--- src/rtl/onehot_mux_reg.sv ---
// ---------------------------------------------------------------------------
// onehot_mux_reg
//
// Registered one-hot/priority-select multiplexer. It selects one of N
// WIDTH-bit inputs and holds the last selected value in a real flop when no
// select line is asserted. This replaces the older feedback-latch hold.
// It also exports debug state for multicycle controllers:
//   * an index of the input that was last loaded,
//   * a one-cycle update strobe,
//   * a saturating hold-age counter.
//
// Optional build macro:
//   ONEHOT_MUX_CONFLICT_EN - when defined, the block detects cycles with more
//   than one select bit high. It drives a sticky multi_sel_err flag and a
//   saturating conflict counter. When undefined, both outputs are tied to 0
//   and clr_err is ignored. Priority selection and the port list are the same
//   in both builds.
//
// Ports:
//   clk            in   rising-edge clock
//   rst            in   asynchronous active-high reset
//   in_data        in   N*WIDTH packed inputs, input i = in_data[i*WIDTH +: WIDTH]
//   sel            in   N select lines, lowest set index wins
//   clr_err        in   synchronous clear of multi_sel_err and conflict_cnt
//   out            out  registered selected data
//   sel_idx        out  index of the input last loaded into out
//   updated        out  high for one cycle after out was loaded
//   hold_cnt       out  cycles since the last load, saturating
//   multi_sel_err  out  sticky: more than one sel bit seen high
//   conflict_cnt   out  saturating count of multi-select cycles
// ---------------------------------------------------------------------------
module onehot_mux_reg #(
   parameter int unsigned       WIDTH   = 8,
   parameter int unsigned       N       = 3,
   parameter int unsigned       CNT_W   = 8,
   parameter logic [WIDTH-1:0]  RST_VAL = '0,
   localparam int unsigned      IDX_W   = (N > 2) ? $clog2(N) : 1
) (
   input  logic                 clk,
   input  logic                 rst,
   input  logic [N*WIDTH-1:0]   in_data,
   input  logic [N-1:0]         sel,
   input  logic                 clr_err,
   output logic [WIDTH-1:0]     out,
   output logic [IDX_W-1:0]     sel_idx,
   output logic                 updated,
   output logic [CNT_W-1:0]     hold_cnt,
   output logic                 multi_sel_err,
   output logic [CNT_W-1:0]     conflict_cnt
);

   // -----------------------------------------------------------------------
   // Priority selection
   // -----------------------------------------------------------------------
   logic             any_sel;
   logic [IDX_W-1:0] win_idx;
   logic [WIDTH-1:0] win_data;

   // The loop runs from the highest index down, so the lowest set index is
   // written last and wins. Each slice uses a constant index. Unselected
   // inputs never reach win_data, so X/Z on them cannot leak into out.
   always_comb begin
      // NOTE: every combinational output gets a default first; a path that
      // leaves one unassigned would infer a latch.
      any_sel  = |sel;
      win_idx  = '0;
      win_data = '0;
      for (int i = int'(N) - 1; i >= 0; i--) begin
         if (sel[i]) begin
            win_idx  = IDX_W'(i);
            win_data = in_data[i*WIDTH +: WIDTH];
         end
      end
   end

   // -----------------------------------------------------------------------
   // Output register, index, strobe and hold-age counter
   // -----------------------------------------------------------------------
   logic [WIDTH-1:0] out_q,      out_d;
   logic [IDX_W-1:0] sel_idx_q,  sel_idx_d;
   logic             updated_q,  updated_d;
   logic [CNT_W-1:0] hold_cnt_q, hold_cnt_d;

   always_comb begin
      out_d      = out_q;
      sel_idx_d  = sel_idx_q;
      updated_d  = 1'b0;
      hold_cnt_d = hold_cnt_q;
      if (any_sel) begin
         // Loading an identical value still counts as a load.
         out_d      = win_data;
         sel_idx_d  = win_idx;
         updated_d  = 1'b1;
         hold_cnt_d = '0;
      end else if (hold_cnt_q != '1) begin
         hold_cnt_d = hold_cnt_q + CNT_W'(1);
      end
   end

   always_ff @(posedge clk or posedge rst) begin
      // NOTE: sequential state uses non-blocking assignments only, so every
      // flop samples its pre-edge inputs regardless of statement order.
      if (rst) begin
         out_q      <= RST_VAL;
         sel_idx_q  <= '0;
         updated_q  <= 1'b0;
         hold_cnt_q <= '0;
      end else begin
         out_q      <= out_d;
         sel_idx_q  <= sel_idx_d;
         updated_q  <= updated_d;
         hold_cnt_q <= hold_cnt_d;
      end
   end

   assign out      = out_q;
   assign sel_idx  = sel_idx_q;
   assign updated  = updated_q;
   assign hold_cnt = hold_cnt_q;

   // -----------------------------------------------------------------------
   // Select-conflict detection (optional)
   // -----------------------------------------------------------------------
`ifdef ONEHOT_MUX_CONFLICT_EN
   logic             multi_sel;
   logic             err_q, err_d;
   logic [CNT_W-1:0] conf_cnt_q, conf_cnt_d;

   // Clearing the lowest set bit leaves something behind only when at least
   // two bits were set, which is the popcount >= 2 test.
   always_comb begin
      multi_sel  = |(sel & (sel - N'(1)));
      err_d      = err_q;
      conf_cnt_d = conf_cnt_q;
      // A clear takes precedence over a conflict seen on the same edge.
      if (clr_err) begin
         err_d      = 1'b0;
         conf_cnt_d = '0;
      end else if (multi_sel) begin
         err_d = 1'b1;
         if (conf_cnt_q != '1) begin
            conf_cnt_d = conf_cnt_q + CNT_W'(1);
         end
      end
   end

   always_ff @(posedge clk or posedge rst) begin
      if (rst) begin
         err_q      <= 1'b0;
         conf_cnt_q <= '0;
      end else begin
         err_q      <= err_d;
         conf_cnt_q <= conf_cnt_d;
      end
   end

   assign multi_sel_err = err_q;
   assign conflict_cnt  = conf_cnt_q;
`else
   // The clear input stays on the port list, but nothing consumes it in
   // this build.
   logic unused_clr_err;
   assign unused_clr_err = clr_err;

   assign multi_sel_err = 1'b0;
   assign conflict_cnt  = '0;
`endif

endmodule
--- config.mk ---
export PLATFORM = sky130hd
export DESIGN_NAME = onehot_mux_reg
export DESIGN_NICKNAME = d
export VERILOG_FILES = /design/src/rtl/onehot_mux_reg.sv
export SDC_FILE = /design/constraint.sdc
export NUM_CORES = 1
export LEC_CHECK = 0
export BUFFER_PORTS_ARGS = -buffer_cell sky130_fd_sc_hd__buf_2
export CAP_MARGIN = 10
export CORE_AREA = 2 2 41 62
export CTS_BUF_LIST = sky130_fd_sc_hd__clkbuf_16
export CTS_CLUSTER_SIZE = 24
export DETAILED_ROUTE_END_ITERATION = 8
export DIE_AREA = 0 0 43 64
export GPL_ROUTABILITY_DRIVEN = 0
export HOLD_SLACK_MARGIN = 0.08
export PLACE_DENSITY_LB_ADDON = 0.08
export RECOVER_POWER = 50
export SLEW_MARGIN = 15
export SYNTH_ARGS = -nofsm -noshare
export SYNTH_HDL_FRONTEND = slang
export SYNTH_SLANG_ARGS = --single-unit
--- constraint.sdc ---
create_clock -name clk -period 4 [get_ports clk]
set_input_delay 0 -clock clk [delete_from_list [all_inputs] [get_ports clk]]
set_output_delay 0 -clock clk [all_outputs]
set_load 0.03 [all_outputs]
==> metrics.md <==
| Metric | Value |
|---|---|
| Routed Antenna Nets | `0` |
| DRC Markers | `0` |
| Cell Pwr Density | `356 nW/um2` |
| Unrepaired setup endpoints after global routing | `false` |
| Crit-path max cell delay | `0.58 ns` |
| Routed WL | `2320 um` |
| CTS tree | `done` |
| Layout cell share with drive strength beyond 1 | `0.199` |
| Clock skew | `0.00219 ns` |
| Initial detailed-routing violation count | `10` |
| Share of total power in the clock network | `0.392` |
| Fmax | `533 MHz` |
| Row Count | `21` |
| Most frequent cell after synthesis | `dfrtp_1` |
| Clk sinks | `19` |
| CTS root buf | `clkbuf_16` |
| Slew Viols, Final | `0` |
| Fin nets | `198` |
| Combinational power share | `0.196` |
| Final Hold Viols | `0` |
| Largest net degree at the start of global routing | `20` |
| Synth cell types | `29` |
| Worst EP required | `4.13 ns` |
| Internal | `374 uW` |
| Relative slew slack | `0.533` |
| Area occupied by registers | `475 um2` |
| Crit-path leading delay family | `buffers and inverters` |
| YS warnings | `0` |
| Arrival @ worst endpoint | `2.00 ns` |
| Synth top area share | `0.488` |
| Vias | `987` |
| Startpoint types | `input pin` |
| Port Buffer Count | `47` |
| Number of synthesized flops with an enable pin | `0` |
| Async SR Flop Fraction | `1.00` |
| Clk buf depth | `2` |
| Min Tclk post-route | `1.88 ns` |
| GRT Resource Usage Total | `0.177` |
| Worst Path Buf+Inv | `4` |
| Overflow after GRT | `0` |
| Post-CTS Setup Inserts | `0` |
| TNS Setup | `0 ns` |
| Least-Margin Pin Slew | `0.700 ns` |
| Core box area | `2210 um2` |
| Die H | `64 um` |
| Antenna violations before repair | `0` |
| Max Cap Viol | `0` |
| Ant. Diodes | `0` |
| IO Pins | `58` |
| Fill cells | `215` |
| Clock Latency Late Sink | `0.25 ns` |
| Final Instance Area | `1410 um2` |
| Mapped Cells | `101` |
| Initial Util | `0.442` |
| Final setup violation count | `0` |
| P&R area growth vs syn | `45.1%` |
| Synth area leaders | `dfrtp_1 (49%), o22ai_1 (8.3%), buf_4 (6.9%)` |
| Drt pass-1 iters | `3` |
| Most common cell on crit path | `dlygate4sd3_1` |
| Worst-path clk slew | `0.05 ns` |
| Worst path cell trace | `dlygate4sd3_1, clkbuf_1, nor3_4, inv_2, o22ai_1, a21oi_1, dlygate4sd3_1` |
| CP Class | `input pin to flop` |
| Top cells by count, synth | `dfrtp_1 (19), o22ai_1 (13), a21oi_1 (11), buf_4 (9)` |
| Cts bufs inserted | `3` |
| Area of the multi-input gates | `418 um2` |
| Status | `completed` |
| Number of synthesized register bits | `19` |
| CP max FO | `12` |
| Post-synth top area cell | `dfrtp_1` |
| DIE AREA | `2750 um2` |
| Routed WL per cell | `12.3 um` |
| Seq pwr share | `0.412` |
| Leakage | `0.622 nW` |
| P_sw | `130 uW` |
| Via density | `5.22` |
| R2R setup slack | `2.60 ns` |
| Max rail drop VDD | `0.274 mV` |
| Sw Share | `0.258` |
| Htree depth | `1` |
| Mean Syn Cell Area | `9.65 um2` |
| Detail Placement HPWL | `1620 um` |
| Top_reg_cell synth | `dfrtp_1` |
| Seq/Total Area, Yosys | `0.488` |
| Critical path capture point type | `flop` |
| Final clock period utilization by the worst path | `0.469` |
| Syn Std Cell Area | `975 um2` |
| Hold slack | `0.0731 ns` |
| Global-route wire length before repair | `3820 um` |
| CP max-delay cell | `dlygate4sd3_1` |
| Placed cell area | `1180 um2` |
| Chip width | `43 um` |
| Via count of the first global-routing pass | `939` |
| Hold Crit Class | `input pin to flop` |
sequential cells by signal, indices dropped and copies added, names as in the netlist:
signal,count
hold_cnt,8
out,8
sel_idx,2
updated,1
power by group through the flow:
stage | Clock (mW) | Combinational, mW | Sequential (mW)
final | 0.198 | 0.0986 | 0.208
after CTS | 0.204 | 0.102 | 0.207
after global routing | 0.210 | 0.107 | 0.209
after floorplan | 0 | 0.0416 | 0.231
after global placement | 0 | 0.0845 | 0.210
after detailed placement | 0 | 0.0848 | 0.210
worst reg2reg max path, delay by kind of cell (launching register included):
family,cells,cell delay (ns)
AO/OA/AOI/OAI,2,0.31
adder cells (fa/ha/maj),1,0.28
flip-flops,1,0.43
AND/OR/NAND/NOR,1,0.27
placed cells by master (no fill, tap or decap):
master         Yosys  routed
o31ai_1            1       1
a21boi_0           1       1
a211oi_1           2       2
nor3b_1            1       1
nand3_1            3       3
buf_2              2      27
o2bb2ai_1          1       1
dlygate4sd3_1      0      18
nor3_1             4       4
clkbuf_16          0       3
ha_1               1       1
nand2b_1           2       2
inv_1              5       6
nand2_1            3       3
o22ai_1           13      13
nor4_1             1       1
nand3b_1           1       1
nand4_1            2       2
inv_2              1       1
dfrtp_1           19      19
and3_1             1       1
clkbuf_1           0      20
and4_1             1       1
conb_1             1       9
a31oi_1            4       4
nor2_1             3       3
o21ai_0            5       5
a21oi_1           11      11
a221o_2            1       1
nor3_4             1       1
through the flow:
stage           util  worst slack, ns  total power [mW]  instances
2_1_floorplan      -             2.49             0.272        109
6_report       0.641             2.12             0.504        189
3_3_place_gp   0.535             2.64             0.294        167
3_5_place_dp   0.535             2.59             0.295        167
5_1_grt        0.641             1.98             0.526        189
4_1_cts        0.652             2.16             0.513        189
final timing paths:
kind,start,end,depth (start not counted)
min in group asynchronous,rst,hold_cnt[4],3
max reg2reg,hold_cnt[0],hold_cnt[5],4
max,sel[1],out[4],7
min,in_data[17],out[1],3
min reg2reg,out[0],out[0],1
max in group asynchronous,rst,out[6],3
final cells by class:
| cell class | instances | area share |
|---|---|---|
| Sequential cell | 19 | 0.336 |
| Multi-Input combinational cell | 72 | 0.296 |
| Timing Repair Buffer | 65 | 0.276 |
| Clock buffer | 3 | 0.0531 |
| Tap cell | 23 | 0.0204 |
| Inverter | 6 | 0.0159 |
| Clock inverter | 1 | 0.00265 |
timing repair:
action,CTS,global route
hold buffers,18,0
endpoints found under the hold margin,29,0
resized for setup,0,0
cell families after synthesis:
group,share of synthesized area
AO/OA/AOI/OAI,0.243
AND/OR/NAND/NOR,0.139
flip-flops,0.488
buffers and inverters,0.114
adder cells (fa/ha/maj),0.0128
other,0.00385
metal layers:
metal  vias up  GRT usage  wire, um  part of all wire
met1       469      0.197       932              0.40
met3         2     0.0254       106             0.046
met5         -          0         0                 0
li1        491          -         -                 -
met4         0     0.0682        23            0.0099
met2        25      0.326      1260              0.54
Power figures use the tool's default switching activity.
